--- config.mk ---
export PLATFORM = sky130hd
export DESIGN_NAME = bm_stage_sequencer
export DESIGN_NICKNAME = d
export VERILOG_FILES = /design/src/rtl/bm_stage_sequencer.sv
export SDC_FILE = /design/constraint.sdc
export NUM_CORES = 1
export LEC_CHECK = 0
export BUFFER_PORTS_ARGS = -buffer_cell sky130_fd_sc_hd__buf_2
export CORE_MARGIN = 5
export CORE_UTILIZATION = 51
export DETAILED_ROUTE_END_ITERATION = 6
export PLACE_DENSITY = 0.81
export SYNTH_ARGS = -nofsm -noshare
export SYNTH_HDL_FRONTEND = slang
export SYNTH_SLANG_ARGS = --single-unit
--- constraint.sdc ---
create_clock -name clk -period 1.75 [get_ports clk]
set_input_delay 0.175 -clock clk [delete_from_list [all_inputs] [get_ports clk]]
set_output_delay 0.175 -clock clk [all_outputs]
set_load 0.03 [all_outputs]
--- src/rtl/bm_stage_sequencer.sv ---
`default_nettype none
// ============================================================================
// bm_stage_sequencer : walks the bitonic (phase, step) schedule for one reused
//                      compare-exchange unit; watchdog per stage. Rev 1.0
// ============================================================================
module bm_stage_sequencer #(
  parameter int LOG_N   = 3,
  parameter int IDX_W   = 4,
  parameter int TIMEOUT = 255
) (
  input  logic             clk,
  input  logic             rst,
  input  logic             start,
  input  logic             sort_ascending,
  input  logic             y_valid,
  output logic             ready,
  output logic             busy,
  output logic             x_valid,
  output logic             last_stage_chann,
  output logic             ASCENDING,
  output logic [IDX_W-1:0] phase,
  output logic [IDX_W-1:0] step,
  output logic [15:0]      stage_cnt,
  output logic             done,
  output logic             err
);

  typedef enum logic [2:0] {
    S_IDLE  = 3'd0,
    S_ISSUE = 3'd1,
    S_WAIT  = 3'd2,
    S_DONE  = 3'd3,
    S_ERR   = 3'd4
  } state_t;

  localparam logic [IDX_W-1:0] LAST_PHASE = IDX_W'(LOG_N);
  localparam logic [15:0]      WD_LIMIT   = 16'(TIMEOUT - 1);

  state_t           state, state_nxt;
  logic [IDX_W-1:0] phase_nxt, step_nxt;
  logic [15:0]      cnt_nxt, wd, wd_nxt;
  logic             asc_nxt;
  logic             final_stage;
  logic             last_nxt;

  always_comb begin
    state_nxt   = state;
    phase_nxt   = phase;
    step_nxt    = step;
    cnt_nxt     = stage_cnt;
    wd_nxt      = wd;
    asc_nxt     = ASCENDING;
    final_stage = (step == '0) && (phase == LAST_PHASE);

    case (state)
      S_IDLE: begin
        if (start) begin
          asc_nxt   = sort_ascending;
          phase_nxt = IDX_W'(1);
          step_nxt  = '0;
          cnt_nxt   = '0;
          state_nxt = S_ISSUE;
        end
      end
      S_ISSUE: begin
        wd_nxt    = '0;
        state_nxt = S_WAIT;
      end
      S_WAIT: begin
        // Completion wins over a watchdog expiry in the same cycle.
        if (y_valid) begin
          cnt_nxt = stage_cnt + 16'd1;
          if (final_stage) begin
            state_nxt = S_DONE;
          end else begin
            if (step == '0) begin
              phase_nxt = phase + IDX_W'(1);
              step_nxt  = phase;
            end else begin
              step_nxt = step - IDX_W'(1);
            end
            state_nxt = S_ISSUE;
          end
        end else if (wd == WD_LIMIT) begin
          state_nxt = S_ERR;
        end else begin
          wd_nxt = wd + 16'd1;
        end
      end
      S_DONE:  state_nxt = S_IDLE;
      S_ERR:   state_nxt = S_IDLE;
      default: state_nxt = S_IDLE;
    endcase

    last_nxt = ((state_nxt == S_ISSUE) || (state_nxt == S_WAIT)) &&
               (step_nxt == '0) && (phase_nxt == LAST_PHASE);
  end

  always_ff @(posedge clk) begin
    if (rst) begin
      state     <= S_IDLE;
      phase     <= IDX_W'(1);
      step      <= '0;
      stage_cnt <= '0;
      wd        <= '0;
      ASCENDING <= 1'b1;
    end else begin
      state     <= state_nxt;
      phase     <= phase_nxt;
      step      <= step_nxt;
      stage_cnt <= cnt_nxt;
      wd        <= wd_nxt;
      ASCENDING <= asc_nxt;
    end
  end

  // Strobes are registered decodes of the next state, so none depend on inputs combinationally.
  always_ff @(posedge clk) begin
    if (rst) begin
      ready            <= 1'b1;
      busy             <= 1'b0;
      x_valid          <= 1'b0;
      last_stage_chann <= 1'b0;
      done             <= 1'b0;
      err              <= 1'b0;
    end else begin
      ready            <= (state_nxt == S_IDLE);
      busy             <= (state_nxt != S_IDLE);
      x_valid          <= (state_nxt == S_ISSUE);
      last_stage_chann <= last_nxt;
      done             <= (state_nxt == S_DONE);
      err              <= (state_nxt == S_ERR);
    end
  end

endmodule
`default_nettype wire

==> results.py, run 1 <==
metrics = {
    "clock_network": {
        "tritoncts": "done",
        "tritoncts.num_buffers": 5,
        "cts_root_buffer": "sky130_fd_sc_hd__clkbuf_8",
        "cts.htree.levels": 2,
        "cts.sinks": 50,
        "clk_lat_worst_skew_ns": 0.31,
        "clkTransAtPathRegs_ns": 0.09,
        "clk_path_buf_depth": 2,
        "ctsHoldBuffers": 0,
    },
    "synth": {
        "synthTopCellsByArea": "sky130_fd_sc_hd__dfxtp_1, sky130_fd_sc_hd__nor2_1, sky130_fd_sc_hd__xor2_1",
        "seq_area_frac_synth_pct": 41.0,
        "synthDominantCellAreaShare_pct": 41.0,
        "synth_enable_flop_cells": 0,
        "post_synthesis_simple_gate_area_fraction_pct": 30.9,
        "gate_count_post_synth": 284,
        "muxShareOfSynthArea_pct": 1.28,
        "synth_xor_area_share_pct": 9.32,
        "synth_top_cells_by_count": "sky130_fd_sc_hd__dfxtp_1, sky130_fd_sc_hd__nor2_1, sky130_fd_sc_hd__nand2_1",
        "postSynth.topFlopCell": "sky130_fd_sc_hd__dfxtp_1",
        "synthArstFlopShare_pct": 0,
        "cell_accounting_for_the_most_synthesized_area": "sky130_fd_sc_hd__dfxtp_1",
        "synth.ff_latch_count": 50,
        "syn_avg_cell_area_um2": 8.60,
        "synth_compound_gate_area_share_pct": 11.8,
        "ys_warn_count": 0,
        "synth_adder_area_share_pct": 2.56,
        "synth_top_family_by_area": "simple AND/OR/NAND/NOR gates",
        "netlist_area_um2": 2440,
        "unique_masters_post_synth": 57,
        "synth_nets": 294,
    },
    "global_routing": {
        "gr_usage_total_pct": 21.3,
        "grt_overflow": 0,
        "antenna_found_initial": 0,
        "grt_pass1_vias": 2308,
        "grt_first_pass_wirelength_um": 10600,
        "pin_count_of_the_biggest_net_entering_global_routing": 23,
    },
    "layout": {
        "area_added_between_synthesis_and_finish_pct": 36.7,
        "antenna_cells_inserted": 0,
        "final_core_util_pct": 71.2,
        "drive_gt1_share_pct": 39.5,
        "final_nets": 371,
        "layout.cells.non_filler": 416,
    },
    "pwr": {
        "switching_share_pct": 26.0,
        "cellPowerDensity_nw_per_um2": 703,
        "cellLeakagePower_uw": 0.00136,
        "combinationalPowerShare_pct": 15.3,
        "worst_voltage_drop_across_the_vdd_grid_mv": 0.667,
        "portion_of_total_power_attributed_to_the_clock_network_pct": 34.9,
        "intPower_uw": 1740,
        "power.sequential.fraction_pct": 49.8,
        "net_sw_power_uw": 611,
    },
    "setup_path": {
        "crit_slowest_cell": "sky130_fd_sc_hd__or3b_4",
        "worst-path-stages": 9,
        "cp.buffers_inverters": 2,
        "end_kind": "register",
        "setup.worst_path.class": "register to register",
        "timing.critical_path.slowest_cell_delay_ns": 0.40,
        "timing.critical_path.max_delay_family": "simple AND/OR/NAND/NOR gates",
        "worst_ep_arrival_time_ns": 2.10,
        "timing.critical_path.required_ns": 1.96,
        "cp-start-kind": "register",
        "reg2regPathDepth": 9,
        "worst-path-max-fanout": 4,
        "cp_cell_sequence": "inv_4 > ha_4 > or3b_4 > buf_4 > nor2_4 > a21oi_1 > nor2_2 > a311oi_2 > and4_1",
    },
    "worst_hold_path": {
        "class_of_the_worst_hold_path": "input port to register",
        "hold_depth": 3,
    },
    "routing": {
        "totalWireLength_um": 6720,
        "detail_route.drc_violations": 0,
        "drt_iter0_drc": 148,
        "detail_route_antenna_nets": 0,
        "firstDrtPassIters": 4,
        "num_vias": 2395,
        "route.detailed.wl_per_inst_um": 16.2,
        "detail_route.vias_per_cell": 5.76,
    },
    "sta": {
        "final.period_utilization_pct": 108,
        "clock-skew-final_ns": 0.00560,
        "setup_violations": 9,
        "slew-limit-headroom_pct": 63.9,
        "fin_ws_ns": -0.139,
        "worst_max_slew_pin_slew_ns": 0.541,
        "setup_tns_ns": -0.350,
        "fmax_mhz": 529,
        "timing_max_transition_violations_final": 0,
        "unrepaired_setup_endpoints_after_global_routing": "true",
        "min_period_ns": 1.89,
        "final_hold_viol_count": 0,
    },
    "die": {
        "die_height_um": 79.2,
        "die-area_um2": 6280,
        "die_width_um": 79.2,
        "placeableCoreArea_um2": 4690,
        "placement_rows": 25,
        "initial_core_util_pct": 52.1,
        "pin_count": 36,
    },
    "flow_run": {
        "maxCapViolations": 0,
    },
    "placement": {
        "detailed_place_hpwl_um": 4480,
        "place_inst": 399,
        "io_buffer_count": 35,
        "final_wtd_congestion": 0.910,
    },
    "run_status": {
        "failed_checks": "negative setup slack",
        "run_status": "finished, violations left",
    },
}
through the flow:
step	hold slack, ns	setup WS (ns)	cell area (µm²)	total power (µW)
final	0.0795	-0.139	3340	2350
after global routing	0.0997	-0.207	3340	2440
after CTS	0.0781	-0.0904	3220	2330
after detailed placement	0.401	-0.0863	3000	1500
after global placement	0.391	0.000289	3000	1500
after floorplan	0.255	0.00477	2520	1370
flip-flops by register name (all words and copies together), names as in the netlist:
signal	flops
ASCENDING	1
busy	1
done	1
err	1
last_stage_chann	1
phase	4
ready	1
stage_cnt	16
state	3
step	4
wd	16
x_valid	1
logic make-up (layout without fill, tap and decap cells):
family	Yosys count	in the layout
mux	3	3
flops	50	50
compound gates	41	41
simple gates	144	144
buf+inv	15	93
fa+ha+maj	5	5
xor+xnor	26	26
power by group through the flow:
stage	logic [µW]	registers, µW	clock network, µW
CTS	331	1170	833
global placement	304	1190	0
finish	359	1170	819
floorplan	152	1220	0
global route	385	1170	880
detailed placement	309	1190	0
routing by layer:
metal | track usage (%) | share of wire, % | up-vias
met5 | 0 | 0 | -
met4 | 7.73 | 1.7 | 0
met3 | 3.74 | 5.1 | 14
met2 | 37.0 | 51 | 87
met1 | 26.3 | 42 | 1148
li1 | - | - | 1146
path summary, 6_finish.rpt:
check                                    start                to  slack (ns)
worst min register to register       ASCENDING         ASCENDING        0.48
worst max-delay path                   step[0]  last_stage_chann       -0.14
worst max register to register         step[0]  last_stage_chann       -0.14
worst min-delay path            sort_ascending         ASCENDING        0.08
placed cells by master (no fill, tap or decap), types with 5 or more instances in the layout:
cell / synthesis / layout
sky130_fd_sc_hd__clkbuf_8: 0 / 5
sky130_fd_sc_hd__nand4_1: 10 / 10
sky130_fd_sc_hd__nand3_1: 16 / 12
sky130_fd_sc_hd__and3_1: 6 / 6
sky130_fd_sc_hd__o21ai_0: 7 / 7
sky130_fd_sc_hd__nand2_1: 19 / 18
sky130_fd_sc_hd__a21oi_1: 13 / 10
sky130_fd_sc_hd__xnor2_1: 8 / 8
sky130_fd_sc_hd__xor2_1: 18 / 18
sky130_fd_sc_hd__buf_4: 1 / 41
sky130_fd_sc_hd__dfxtp_1: 50 / 43
sky130_fd_sc_hd__buf_2: 1 / 35
sky130_fd_sc_hd__nor2_1: 50 / 45
sky130_fd_sc_hd__nand2b_1: 5 / 5
layout make-up:
class | instances | area, µm²
multi-input cells | 219 | 1580
fillers | 342 | 1350
flip-flops and latches | 50 | 1020
repair buffers | 80 | 546
clock buffers | 6 | 72.6
well taps | 54 | 67.6
clock inverters | 2 | 36.3
inverters | 5 | 21.3
worst register-to-register path: cells and delay by family, from the launching register on:
| kind | cells | cell delay [ns] |
|---|---|---|
| AOI/OAI and AO/OA | 2 | 0.17 |
| adders and majority gates | 1 | 0.14 |
| buffers and inverters | 2 | 0.23 |
| DFF | 1 | 0.36 |
| and+or+nand+nor | 4 | 0.90 |
timing repair:
| item | in CTS | in global routing |
|---|---|---|
| endpoints found under the setup margin | 7 | 23 |
| setup buffers | 6 | 6 |
| gates resized for setup | 19 | 19 |
| pin swaps | 15 | 23 |
| endpoints found under the hold margin | 0 | 0 |
Power figures use the tool's default switching activity.
==> run 2: changes to the inputs <==
--- a/config.mk
+++ b/config.mk
@@ -10,6 +10,7 @@
 export CORE_UTILIZATION = 51
 export DETAILED_ROUTE_END_ITERATION = 6
 export PLACE_DENSITY = 0.81
+export SETUP_SLACK_MARGIN = 0.3
 export SYNTH_ARGS = -nofsm -noshare
 export SYNTH_HDL_FRONTEND = slang
 export SYNTH_SLANG_ARGS = --single-unit
==> run 2 against run 1 <==
  * The run still ends with negative setup slack left
  * Wire length grew 24%
  * Flip-flop and latch count is the same
  * First-iteration DRC count grew 40%
  * Combinational power grew 31%
  * Maximum frequency shrank 4.0%
  * Global-route usage grew 2.4 points
  * Utilization grew 10 points
  * Sequential share of layout area shrank 3.2 points
  * Highest routed layer unchanged
  * Setup slack lost 0.078 ns
  * Non-clock buffer count grew 18
==> results.py, run 2 (synthesis gave the netlist of run 1 again) <==
metrics = {
    "run_status": {
        "run_status": "finished, violations left",
        "failed_checks": "negative setup slack",
    },
    "pwr": {
        "cellPowerDensity_nw_per_um2": 631,
        "worst_voltage_drop_across_the_vdd_grid_mv": 0.411,
        "fin_total_pwr_uw": 2410,
        "cellLeakagePower_uw": 0.00152,
    },
    "global_routing": {
        "gr-usage-met1_pct": 27.6,
        "busiest_layer": "met2",
        "grt_first_pass_wirelength_um": 11800,
        "gr_usage_total_pct": 23.7,
        "grt_pass1_vias": 2518,
        "antenna_found_initial": 0,
        "use_met3_pct": 3.74,
        "pin_count_of_the_biggest_net_entering_global_routing": 17,
        "groute.layer.met2.usage_pct": 43.1,
        "grt_overflow": 0,
    },
    "sta": {
        "final.period_utilization_pct": 112,
        "slew-limit-headroom_pct": 65.2,
        "worst_max_slew_pin_slew_ns": 0.522,
        "setup_violations": 9,
        "fmax_mhz": 508,
        "setup_tns_ns": -0.606,
        "fin_ws_ns": -0.217,
        "unrepaired_setup_endpoints_after_global_routing": "true",
        "final_hold_viol_count": 0,
        "min_period_ns": 1.97,
        "clock-skew-final_ns": 0.00845,
        "timing_max_transition_violations_final": 0,
    },
    "layout": {
        "antenna_cells_inserted": 0,
        "drive_gt1_share_pct": 55.0,
        "layout.cells.non_filler": 434,
        "num-fill-cells": 243,
        "final_core_util_pct": 81.5,
        "mostFrequentLayoutCell": "sky130_fd_sc_hd__buf_4",
        "area_added_between_synthesis_and_finish_pct": 56.4,
        "final_nets": 389,
        "final_cell_mix": "sky130_fd_sc_hd__buf_4, sky130_fd_sc_hd__nor2_1, sky130_fd_sc_hd__buf_2",
        "biggestRegsByFlops": "stage_cnt: 16 flops, wd: 16 flops",
    },
    "routing": {
        "totalWireLength_um": 8320,
        "detail_route.vias_per_cell": 6.08,
        "drt_iter0_drc": 207,
        "detail_route.drc_violations": 0,
        "num_vias": 2640,
        "firstDrtPassIters": 4,
        "route.detailed.wl_per_inst_um": 19.2,
        "detail_route_antenna_nets": 0,
    },
    "die": {
        "die_width_um": 79.2,
        "die-area_um2": 6280,
        "pin_count": 36,
        "initial_core_util_pct": 52.1,
        "placement_rows": 25,
        "placeableCoreArea_um2": 4690,
        "die_height_um": 79.2,
    },
    "clock_network": {
        "tritoncts": "done",
        "clk_lat_worst_skew_ns": 0.31,
        "cts_root_buffer": "sky130_fd_sc_hd__clkbuf_8",
        "ctsHoldBuffers": 0,
        "cts.sinks": 50,
        "cts.htree.levels": 2,
        "clkTransAtPathRegs_ns": 0.09,
        "tritoncts.num_buffers": 5,
        "clk_path_buf_depth": 2,
    },
    "setup_path": {
        "critical_path.startpoint": "step[1]",
        "worst_ep_arrival_time_ns": 2.22,
        "timing.critical_path.required_ns": 2.00,
        "regToRegStartpoint": "step[1]",
        "worst-path-max-fanout": 5,
        "setup.worst_path.class": "register to register",
        "cp-start-kind": "register",
        "end_kind": "register",
    },
    "placement": {
        "place_inst": 389,
        "io_buffer_count": 35,
        "final_wtd_congestion": 0.923,
        "detailed_place_hpwl_um": 4310,
    },
    "worst_hold_path": {
        "class_of_the_worst_hold_path": "input port to register",
        "worstHoldStart": "sort_ascending",
    },
    "flow_run": {
        "maxCapViolations": 0,
    },
}
[run 2: changes by cell type in the layout (fill, tap and decap cells not counted), moves of 5 or more]
cell	delta
sky130_fd_sc_hd__dfxtp_1	-13
sky130_fd_sc_hd__buf_6	+12
sky130_fd_sc_hd__dfxtp_2	+9
sky130_fd_sc_hd__nor2_4	+7
sky130_fd_sc_hd__a21oi_1	-6
sky130_fd_sc_hd__a21oi_2	+5
sky130_fd_sc_hd__buf_4	+5
sky130_fd_sc_hd__nor2_1	-5
[run 2: critical path, stage by stage (launching register included)]
cell                        delay [ns]
sky130_fd_sc_hd__dfxtp_4          0.37
sky130_fd_sc_hd__inv_4            0.07
sky130_fd_sc_hd__ha_4             0.14
sky130_fd_sc_hd__or3b_4           0.44
sky130_fd_sc_hd__nor3_4           0.21
sky130_fd_sc_hd__nand2_2          0.12
sky130_fd_sc_hd__a2bb2oi_2        0.16
sky130_fd_sc_hd__nor3_2           0.18
sky130_fd_sc_hd__and4_1           0.23
[run 2: cell type report]
cell class / instances / area [µm²] / area share (%)
well taps: 54 / 67.6 / 1.77
flip-flops and latches: 50 / 1040 / 27.3
repair buffers: 98 / 718 / 18.8
inverters: 5 / 23.8 / 0.622
clock buffers: 6 / 93.8 / 2.45
clock inverters: 2 / 13.8 / 0.360
multi-input cells: 219 / 1860 / 48.7
[run 2: per-stage QoR]
step	hold slack (ns)	area [µm²]	worst slack (ns)
final	0.0818	3820	-0.217
after global routing	0.113	3820	-0.285
after CTS	0.0836	3490	-0.0327
after detailed placement	0.406	2990	-0.0439
after global placement	0.395	2990	0.0166
after floorplan	0.255	2610	0.0285
[run 2: final timing paths]
| path | cells after the start | slack [ns] | to |
|---|---|---|---|
| worst max-delay path | 8 | -0.22 | last_stage_chann |
| worst min-delay path | 3 | 0.08 | ASCENDING |
| worst max register to register | 8 | -0.22 | last_stage_chann |
| worst min register to register | 2 | 0.49 | ASCENDING |
[run 2: where the power goes]
group          total, µW  internal [µW]  switching [µW]
Sequential          1160           1150            13.9
Combinational        469            210             259
Clock                779            370             410
[run 2: per-layer routing]
layer	wire length, µm	share of wire, %
met2	4160	50
met5	0	0
met1	3190	38
met3	475	5.7
met4	494	5.9
[run 2: repair_timing]
action	CTS	global route
cloned	1	0
pin swaps	29	26
setup buffers	18	18
setup endpoints to repair	44	45
resized for setup	57	46
